### src/rtl/uart_rx_fifo_if.sv
// Stream bundle between the UART receiver, the RX byte FIFO and its consumer.
// The slave side is the FIFO itself; the master side is whatever drives it.
interface uart_rx_fifo_if #(
  parameter int DEPTH_LOG2 = 4
);
  logic [7:0]          in_data;
  logic                in_valid;
  logic [7:0]          out_data;
  logic                out_valid;
  logic                out_ready;
  logic [DEPTH_LOG2:0] level;
  logic                almost_full;
  logic                overflow;
  logic                clr_overflow;
  logic [DEPTH_LOG2:0] line_count;

  modport master (
    output in_data, in_valid, out_ready, clr_overflow,
    input  out_data, out_valid, level, almost_full, overflow, line_count
  );

  modport slave (
    input  in_data, in_valid, out_ready, clr_overflow,
    output out_data, out_valid, level, almost_full, overflow, line_count
  );
endinterface

### src/rtl/uart_rx_fifo.sv
// Show-ahead byte FIFO behind the UART receiver: byte visible 1 cycle after its strobe; drops and flags sticky overflow when full with no pop.
// Optional newline counter enabled by UART_RX_FIFO_LINE_CNT_EN (otherwise line_count is tied to 0).
module uart_rx_fifo #(
  parameter int DEPTH_LOG2  = 4,
  parameter int AFULL_LEVEL = 12
) (
  input logic          clk,
  input logic          rst_n,
  uart_rx_fifo_if.slave bus
);
  localparam int PW    = DEPTH_LOG2 + 1;
  localparam int DEPTH = 1 << DEPTH_LOG2;
  localparam logic [PW-1:0] AFULL = PW'(AFULL_LEVEL);

  logic [7:0]    mem [DEPTH];
  logic [PW-1:0] wrPtr;
  logic [PW-1:0] rdPtr;
  logic [PW-1:0] fillLevel;
  logic          empty;
  logic          full;
  logic          push;
  logic          pop;
  logic          dropByte;
  logic          overflowQ;
  logic [7:0]    headByte;

  // Extra pointer bit distinguishes full from empty when the low bits match.
  assign fillLevel = wrPtr - rdPtr;
  assign empty     = (wrPtr == rdPtr);
  assign full      = (wrPtr[PW-1] != rdPtr[PW-1]) &&
                     (wrPtr[PW-2:0] == rdPtr[PW-2:0]);
  assign pop       = !empty && bus.out_ready;
  assign push      = bus.in_valid && (!full || pop);
  assign dropByte  = bus.in_valid && full && !pop;
  assign headByte  = mem[rdPtr[DEPTH_LOG2-1:0]];

  always_ff @(posedge clk or negedge rst_n) begin
    if (!rst_n) begin
      wrPtr <= '0;
      rdPtr <= '0;
    end else begin
      if (push) wrPtr <= wrPtr + PW'(1);
      if (pop)  rdPtr <= rdPtr + PW'(1);
    end
  end

  always_ff @(posedge clk) begin
    if (push) mem[wrPtr[DEPTH_LOG2-1:0]] <= bus.in_data;
  end

  // A drop in the same cycle as a clear keeps the flag set.
  always_ff @(posedge clk or negedge rst_n) begin
    if (!rst_n) begin
      overflowQ <= 1'b0;
    end else if (dropByte) begin
      overflowQ <= 1'b1;
    end else if (bus.clr_overflow) begin
      overflowQ <= 1'b0;
    end
  end

  assign bus.out_valid   = !empty;
  assign bus.out_data    = empty ? 8'h00 : headByte;
  assign bus.level       = fillLevel;
  assign bus.almost_full = (fillLevel >= AFULL);
  assign bus.overflow    = overflowQ;

`ifdef UART_RX_FIFO_LINE_CNT_EN
  logic [PW-1:0] lineCnt;
  logic          lineIn;
  logic          lineOut;

  assign lineIn  = push && (bus.in_data == 8'h0A);
  assign lineOut = pop && (headByte == 8'h0A);

  always_ff @(posedge clk or negedge rst_n) begin
    if (!rst_n) begin
      lineCnt <= '0;
    end else if (lineIn && !lineOut) begin
      lineCnt <= lineCnt + PW'(1);
    end else if (lineOut && !lineIn) begin
      lineCnt <= lineCnt - PW'(1);
    end
  end

  assign bus.line_count = lineCnt;
`else
  assign bus.line_count = '0;
`endif
endmodule

### src/flat_wrapper.sv
// flat-port wrapper written by rule: the top's interface ports become plain ports
module uart_rx_fifo_flat 
#(
  parameter int DEPTH_LOG2  = 4,
  parameter int AFULL_LEVEL = 12
)
  (clk, rst_n, bus_in_data, bus_in_valid, bus_out_ready, bus_clr_overflow, bus_out_data, bus_out_valid, bus_level, bus_almost_full, bus_overflow, bus_line_count);
  uart_rx_fifo_if #(.DEPTH_LOG2(DEPTH_LOG2)) bus_i ();
  input logic clk;
  input logic rst_n;
  input wire logic [$bits(bus_i.in_data)-1:0] bus_in_data;
  input wire logic [$bits(bus_i.in_valid)-1:0] bus_in_valid;
  input wire logic [$bits(bus_i.out_ready)-1:0] bus_out_ready;
  input wire logic [$bits(bus_i.clr_overflow)-1:0] bus_clr_overflow;
  output wire logic [$bits(bus_i.out_data)-1:0] bus_out_data;
  output wire logic [$bits(bus_i.out_valid)-1:0] bus_out_valid;
  output wire logic [$bits(bus_i.level)-1:0] bus_level;
  output wire logic [$bits(bus_i.almost_full)-1:0] bus_almost_full;
  output wire logic [$bits(bus_i.overflow)-1:0] bus_overflow;
  output wire logic [$bits(bus_i.line_count)-1:0] bus_line_count;
  assign bus_i.in_data = bus_in_data;
  assign bus_i.in_valid = bus_in_valid;
  assign bus_i.out_ready = bus_out_ready;
  assign bus_i.clr_overflow = bus_clr_overflow;
  assign bus_out_data = bus_i.out_data;
  assign bus_out_valid = bus_i.out_valid;
  assign bus_level = bus_i.level;
  assign bus_almost_full = bus_i.almost_full;
  assign bus_overflow = bus_i.overflow;
  assign bus_line_count = bus_i.line_count;
  uart_rx_fifo #(.DEPTH_LOG2(DEPTH_LOG2), .AFULL_LEVEL(AFULL_LEVEL)) u_core (.clk(clk), .rst_n(rst_n), .bus(bus_i));
endmodule
### config.mk
export PLATFORM = sky130hd
export DESIGN_NAME = uart_rx_fifo_flat
export DESIGN_NICKNAME = d
export VERILOG_FILES = /design/src/rtl/uart_rx_fifo_if.sv /design/src/rtl/uart_rx_fifo.sv /design/src/flat_wrapper.sv
export SDC_FILE = /design/constraint.sdc
export NUM_CORES = 1
export LEC_CHECK = 0
export ABC_AREA = 1
export CAP_MARGIN = 5
export CELL_PAD_IN_SITES_DETAIL_PLACEMENT = 1
export CELL_PAD_IN_SITES_GLOBAL_PLACEMENT = 1
export CORE_UTILIZATION = 50
export DETAILED_ROUTE_END_ITERATION = 8
export DONT_BUFFER_PORTS = 1
export GPL_ROUTABILITY_DRIVEN = 0
export HOLD_SLACK_MARGIN = 0.05
export PLACE_DENSITY = 0.87
export SLEW_MARGIN = 20
export SYNTH_ARGS = -nofsm -noshare
export SYNTH_HDL_FRONTEND = slang
export SYNTH_SLANG_ARGS = --single-unit
### constraint.sdc
create_clock -name clk -period 2.9 [get_ports clk]
set_input_delay 0.58 -clock clk [delete_from_list [all_inputs] [get_ports clk]]
set_output_delay 0.58 -clock clk [all_outputs]
set_load 0.01 [all_outputs]
Word level (Yosys, flattened, before mapping)
Memories as Yosys holds them, arrays and structs flattened.
Cells that the tools add are included.
{ "classes": {"order_cmp": 1, "muxes": 5, "reduce_logical": 10, "n_addsub": 3, "eq_ne": 3} }
{ "op_table": {"columns": ["operator", "count"], "rows": [
  ["adder 5 x 1 -> 5 bit, second input constant", 2],
  ["2-to-1 mux 8 bit", 1],
  ["== test 5 bit", 1],
  [">= comparator 5 x 4 -> 1 bit, second input constant", 1],
  ["logical AND 1 bit", 5],
  ["subtractor 5 bit", 1],
  ["== test 4 bit", 1],
  ["2-to-1 mux 1 bit", 4],
  ["zero test 1 bit", 3],
  ["nonzero test 2 bit", 1],
  ["logical OR 1 bit", 1],
  ["!= test 1 bit", 1]
]} }
{ "totals": {"output_inout_bits": 21, "ramBits": 128, "elab_cells": 26, "regBits": 11, "in_bits": 13, "memories": 1} }
{ "mem_list": {"columns": ["memory", "words", "word_bits", "rd", "rd_clocked_by_memory_dff", "write_ports", "line", "text"], "rows": [
  ["u_core.mem", 16, 8, 1, 0, 1, "uart_rx_fifo.sv:15", "logic [7:0] mem [DEPTH];"]
]} }

Depth between registers and ports, before layout
{ "logic_depth": {"word_depth": 7, "depth_mapped": 11, "depth_no_buf": 9} }

Worst setup path after synthesis
OpenSTA, ideal clock, no wires.
{ "synth_timing": {"kind": "register to output", "from": "register u_core.rdPtr[1]", "to": "output port bus_almost_full", "stages_incl_launch_ff": 9, "required_time_ps": 2320, "arrival_time_ps": 1706, "setup_slack_ps": 614, "n_path_buf": 2, "cell_sequence": "dfrtp_1 > buf_2 > inv_2 > buf_2 > fa_1 > nand3_1 > nand2_1 > xor2_1 > a21o_1"} }
{ "synth_between": {"elab_chain_len": 2} }
{ "synth_lines": {"columns": ["element", "line", "text"], "rows": [
  ["start: declaration", "uart_rx_fifo.sv:17", "logic [PW-1:0] rdPtr;"],
  ["start signal: assignment", "uart_rx_fifo.sv:43", "if (pop) rdPtr <= rdPtr + PW'(1);"],
  ["subtractor 5 bit", "uart_rx_fifo.sv:28", "assign fillLevel = wrPtr - rdPtr;"],
  ["named net bus_level[4]", "flat_wrapper.sv:17", "output wire logic [$bits(bus_i.level)-1:0] bus_level;"],
  [">= comparator 5 x 4 -> 1 bit", "uart_rx_fifo.sv:65", "assign bus.almost_full = (fillLevel >= AFULL);"],
  ["end: declaration", "flat_wrapper.sv:18", "output wire logic [$bits(bus_i.almost_full)-1:0] bus_almost_full;"]
]} }
The timed path passes the listed nets, and every way through them passes these cells.

Worst setup path after layout
{ "layout_timing": {"from": "register u_core.rdPtr[3]", "to": "output port bus_out_data[5]"} }
{ "layout_between": {"elab_chain_len": 2, "word_cells_on_any_way": 3, "cone_classes": "eq/ne (1); mux (1); memory (1)"} }
{ "layout_lines": {"columns": ["element", "line", "text"], "rows": [
  ["memory read (16 x 8 bit) or == test 5 bit (tied branches)", null, null],
  ["2-to-1 mux 8 bit (*)", "uart_rx_fifo.sv:63", "assign bus.out_data = empty ? 8'h00 : headByte;"],
  ["end: declaration", "flat_wrapper.sv:15", "output wire logic [$bits(bus_i.out_data)-1:0] bus_out_data;"]
]} }
Mark *: on every way between the ends. The rest lies on a longest branch, timed or not.

==> summary.txt <==
Timing
  • Final Hold Vio Count: 0
  • Max Clk Rate: between 300 and 400 MHz
  • Fin Hold WS: approximately 0.25 ns
  • Crit path time final: 2.84 ns
  • Worst clock skew: roughly 0.0068 ns
  • Slew Limit Fails: 0
  • Final setup viols: 0
  • Fin crit share: a little over nine tenths
  • Worst slew margin: about 58%
  • Worst-margin pin slew: about 0.63 ns

Clock tree
  • Worst-skew pair later-pin latency: approximately 0.43 ns
  • Clock tree from TritonCTS: done
  • Inserted Clock Buffers: 17
  • Root buf cell: clkbuf_16
  • Clk slew on worst S/H paths: 0.06 ns
  • H-tree depth: 4
  • Clock buffer depth: 2
  • Clock sink count: between 100 and 150

Synth
  • Top cell type's share of synthesized area: between 60% and 70%
  • Main area contributors after synthesis: edfxtp_1 60%, nand2_1 14%, inv_1 5.7%, nand3_1 5.6%, dfrtp_1 4.3%
  • Asr flop ratio synth: between 7 and 8%
  • Synth cell types: 26
  • Ys flop type: edfxtp_1
  • Post-synth top cells: 233 x nand2_1, 128 x edfxtp_1, 97 x inv_1
  • Sequential fraction of the synthesis area: roughly two thirds
  • Most common cell in the synthesized netlist: nand2_1
  • Number of synthesized register bits: between 100 and 150
  • Synthesized area: 6360 µm²
  • Mapped Avg Cell Area: approximately 9.9 µm²
  • EDFF count, synth: approximately 130
  • Yosys top cell by area: edfxtp_1
  • YS warnings: 0
  • Syn Inst Count: 640

Power
  • Worst vdd ir: roughly 0.5 mV
  • Pleak: between 3 and 4 nW
  • Total power draw: about 7.8 mW
  • PD cells: 1070 nW/µm²

Floorplanning
  • Core Box Area: approximately 12000 µm²
  • Die Ht: 115 µm
  • Die Wd: ~110 µm
  • Top Ports: 34
  • Initial core utilization: 52.1%
  • # rows: 40
  • Die ar.: 13200 µm²

Worst setup path
  • CP top delay family: buffers and inverters
  • Data required, critical path: ~2.3 ns
  • Crit-path cells: inv_2 > ha_1 > nand2_1 > nor2_2 > nand2_2 > clkinvlp_4 > buf_12 > a21oi_1
  • CP endpoint kind: output port
  • Crit-path max cell delay: 0.43 ns
  • Worst Setup SP: u_core.rdPtr[3]$_DFFE_PN0P_
  • Flop-to-flop setup slack: approximately 0.46 ns
  • Slowest CP cell: dfrtp_1
  • Worst R2R Start: u_core.rdPtr[3]$_DFFE_PN0P_
  • WS Path Type: reg2out
  • Worst path bufs/invs: 3
  • CP max FO: 10
  • Crit path launch type: flop
  • Crit path arrival time: 2.26 ns

Routing
  • Average routed wire per standard cell: 20.5 µm
  • Top Metal Used: met4
  • WL met2: ~9100 µm
  • Vias post-DR: approximately 4.5k
  • Final ANT Viol Nets: 0
  • Final wirelength: around 17000 µm
  • Initial DRC count: approximately 300
  • Residual DRC: 0
  • Via density: between 5 and 6
  • Met3 routed WL: 740 µm
  • M1 wire length: around 6800 µm
  • First-pass DRT Iterations: 5

Cells and area
  • Fin area: 7280 µm²
  • Total inserted antenna cells: 0
  • Final nets: between 600 and 700
  • Post-route core utilization: just under 60%
  • Area Growth Syn to Fin: 14.4%
  • Share of layout cells above drive strength 1: ~11%

GRT
  • Vias in the first global route: 4940
  • Total grt overflow: 0
  • Largest net degree at the start of global routing: 45
  • GRT Util Overall: approximately 29%
  • First-pass GRT wire length: between 20000 and 30000 µm
  • Initial antenna violation count: 0

Job
  • Max-Cap Viols: 0

Placement
  • Final HPWL from detailed placement: around 11000 µm
  • I/O Buffers: 0
  • Placed inst area: 6650 µm²

Hold path
  • Hold Startpoint: bus_in_data[1]
  • Worst hold path type: in2reg

Status
  • Status: finished, final reports clean
## per-stage QoR
| stage | cells | TNS, ns | setup slack, ns |
|---|---|---|---|
| final | 847 | 0 | 0.0598 |
| after global routing | 847 | -0.0114 | -0.0114 |
| after CTS | 846 | -0.181 | -0.0346 |
| after floorplan | 644 | 0 | 0.614 |
| after global placement | 814 | 0 | 0.508 |
| after detailed placement | 814 | 0 | 0.381 |
## layer usage
layer	up-vias	track usage, %
met1	2287	32.7
met5	-	0
li1	2081	-
met3	42	6.06
met2	117	50.5
met4	0	16.8
## sequential cells by signal, indices dropped and copies added, names as in the netlist
register / count
u_core.wrPtr: 5
u_core.rdPtr: 5
u_core.mem: 128
u_core.bus.overflow: 1
## layout by cell type, fill, tap and decap left out, types with 3 or more instances in the layout
cell | Yosys | routed
nand2_1 | 233 | 233
edfxtp_1 | 128 | 128
inv_1 | 97 | 95
nand3_1 | 71 | 71
buf_4 | 10 | 29
nor2_1 | 20 | 19
clkbuf_16 | 0 | 17
dfrtp_1 | 11 | 10
ha_1 | 9 | 9
xor2_1 | 8 | 8
a21oi_2 | 0 | 6
inv_2 | 5 | 5
a21oi_1 | 11 | 5
nand2_2 | 5 | 5
conb_1 | 1 | 5
clkbuf_1 | 2 | 4
clkinv_1 | 0 | 4
clkinvlp_4 | 0 | 3
o21ai_1 | 3 | 3
bufinv_16 | 0 | 3
## area by class of cell
type	count	area [µm²]
clock buffers	21	440
clock inverters	10	125
fillers	1361	4930
inverters	103	395
multi-input cells	374	1720
flip-flops and latches	139	4120
well taps	168	210
repair buffers	32	268
## power breakdown
| part | total, mW | switching [mW] | internal [mW] |
|---|---|---|---|
| combinational | 3.07 | 2.08 | 0.990 |
| sequential | 2.62 | 0.179 | 2.44 |
| clock | 2.12 | 0.785 | 1.33 |
| total | 7.80 | 3.04 | 4.76 |
## cell families after synthesis
family / after synthesis / share of synthesized area [%]
XOR/XNOR: 11 / 1.63
AO/OA/AOI/OAI: 17 / 1.38
flip-flops: 139 / 64.7
other: 1 / 0.0589
buffers and inverters: 131 / 8.94
AND/OR/NAND/NOR: 331 / 21.2
adder cells (fa/ha/maj): 10 / 2.08
## worst reg2reg max path, delay by kind of cell (launching register included)
family                     cells  cell delay [ns]
buffers and inverters          3             0.55
DFF                            1             0.43
and+or+nand+nor                6             0.84
adders and majority gates      1             0.33
## timing repair
| item | CTS | global route |
|---|---|---|
| resized for setup | 3 | 8 |
| endpoints found under the hold margin | 11 | 0 |
| hold buffers | 1 | 0 |
| endpoints found under the setup margin | 8 | 10 |
| buffers inserted | 0 | 1 |
## path summary, 6_finish.rpt
path                                               end  cells after the start
setup / recovery                       bus_out_data[5]                      8
hold / removal              u_core.mem[1][1]$_DFFE_PP_                      0
setup reg to reg           u_core.mem[12][1]$_DFFE_PP_                     10
hold reg to reg            u_core.rdPtr[4]$_DFFE_PN0P_                      1
max in group asynchronous  u_core.rdPtr[0]$_DFFE_PN0P_                      1
min in group asynchronous  u_core.rdPtr[3]$_DFFE_PN0P_                      1
No activity file was read; power rests on OpenSTA's default activity.
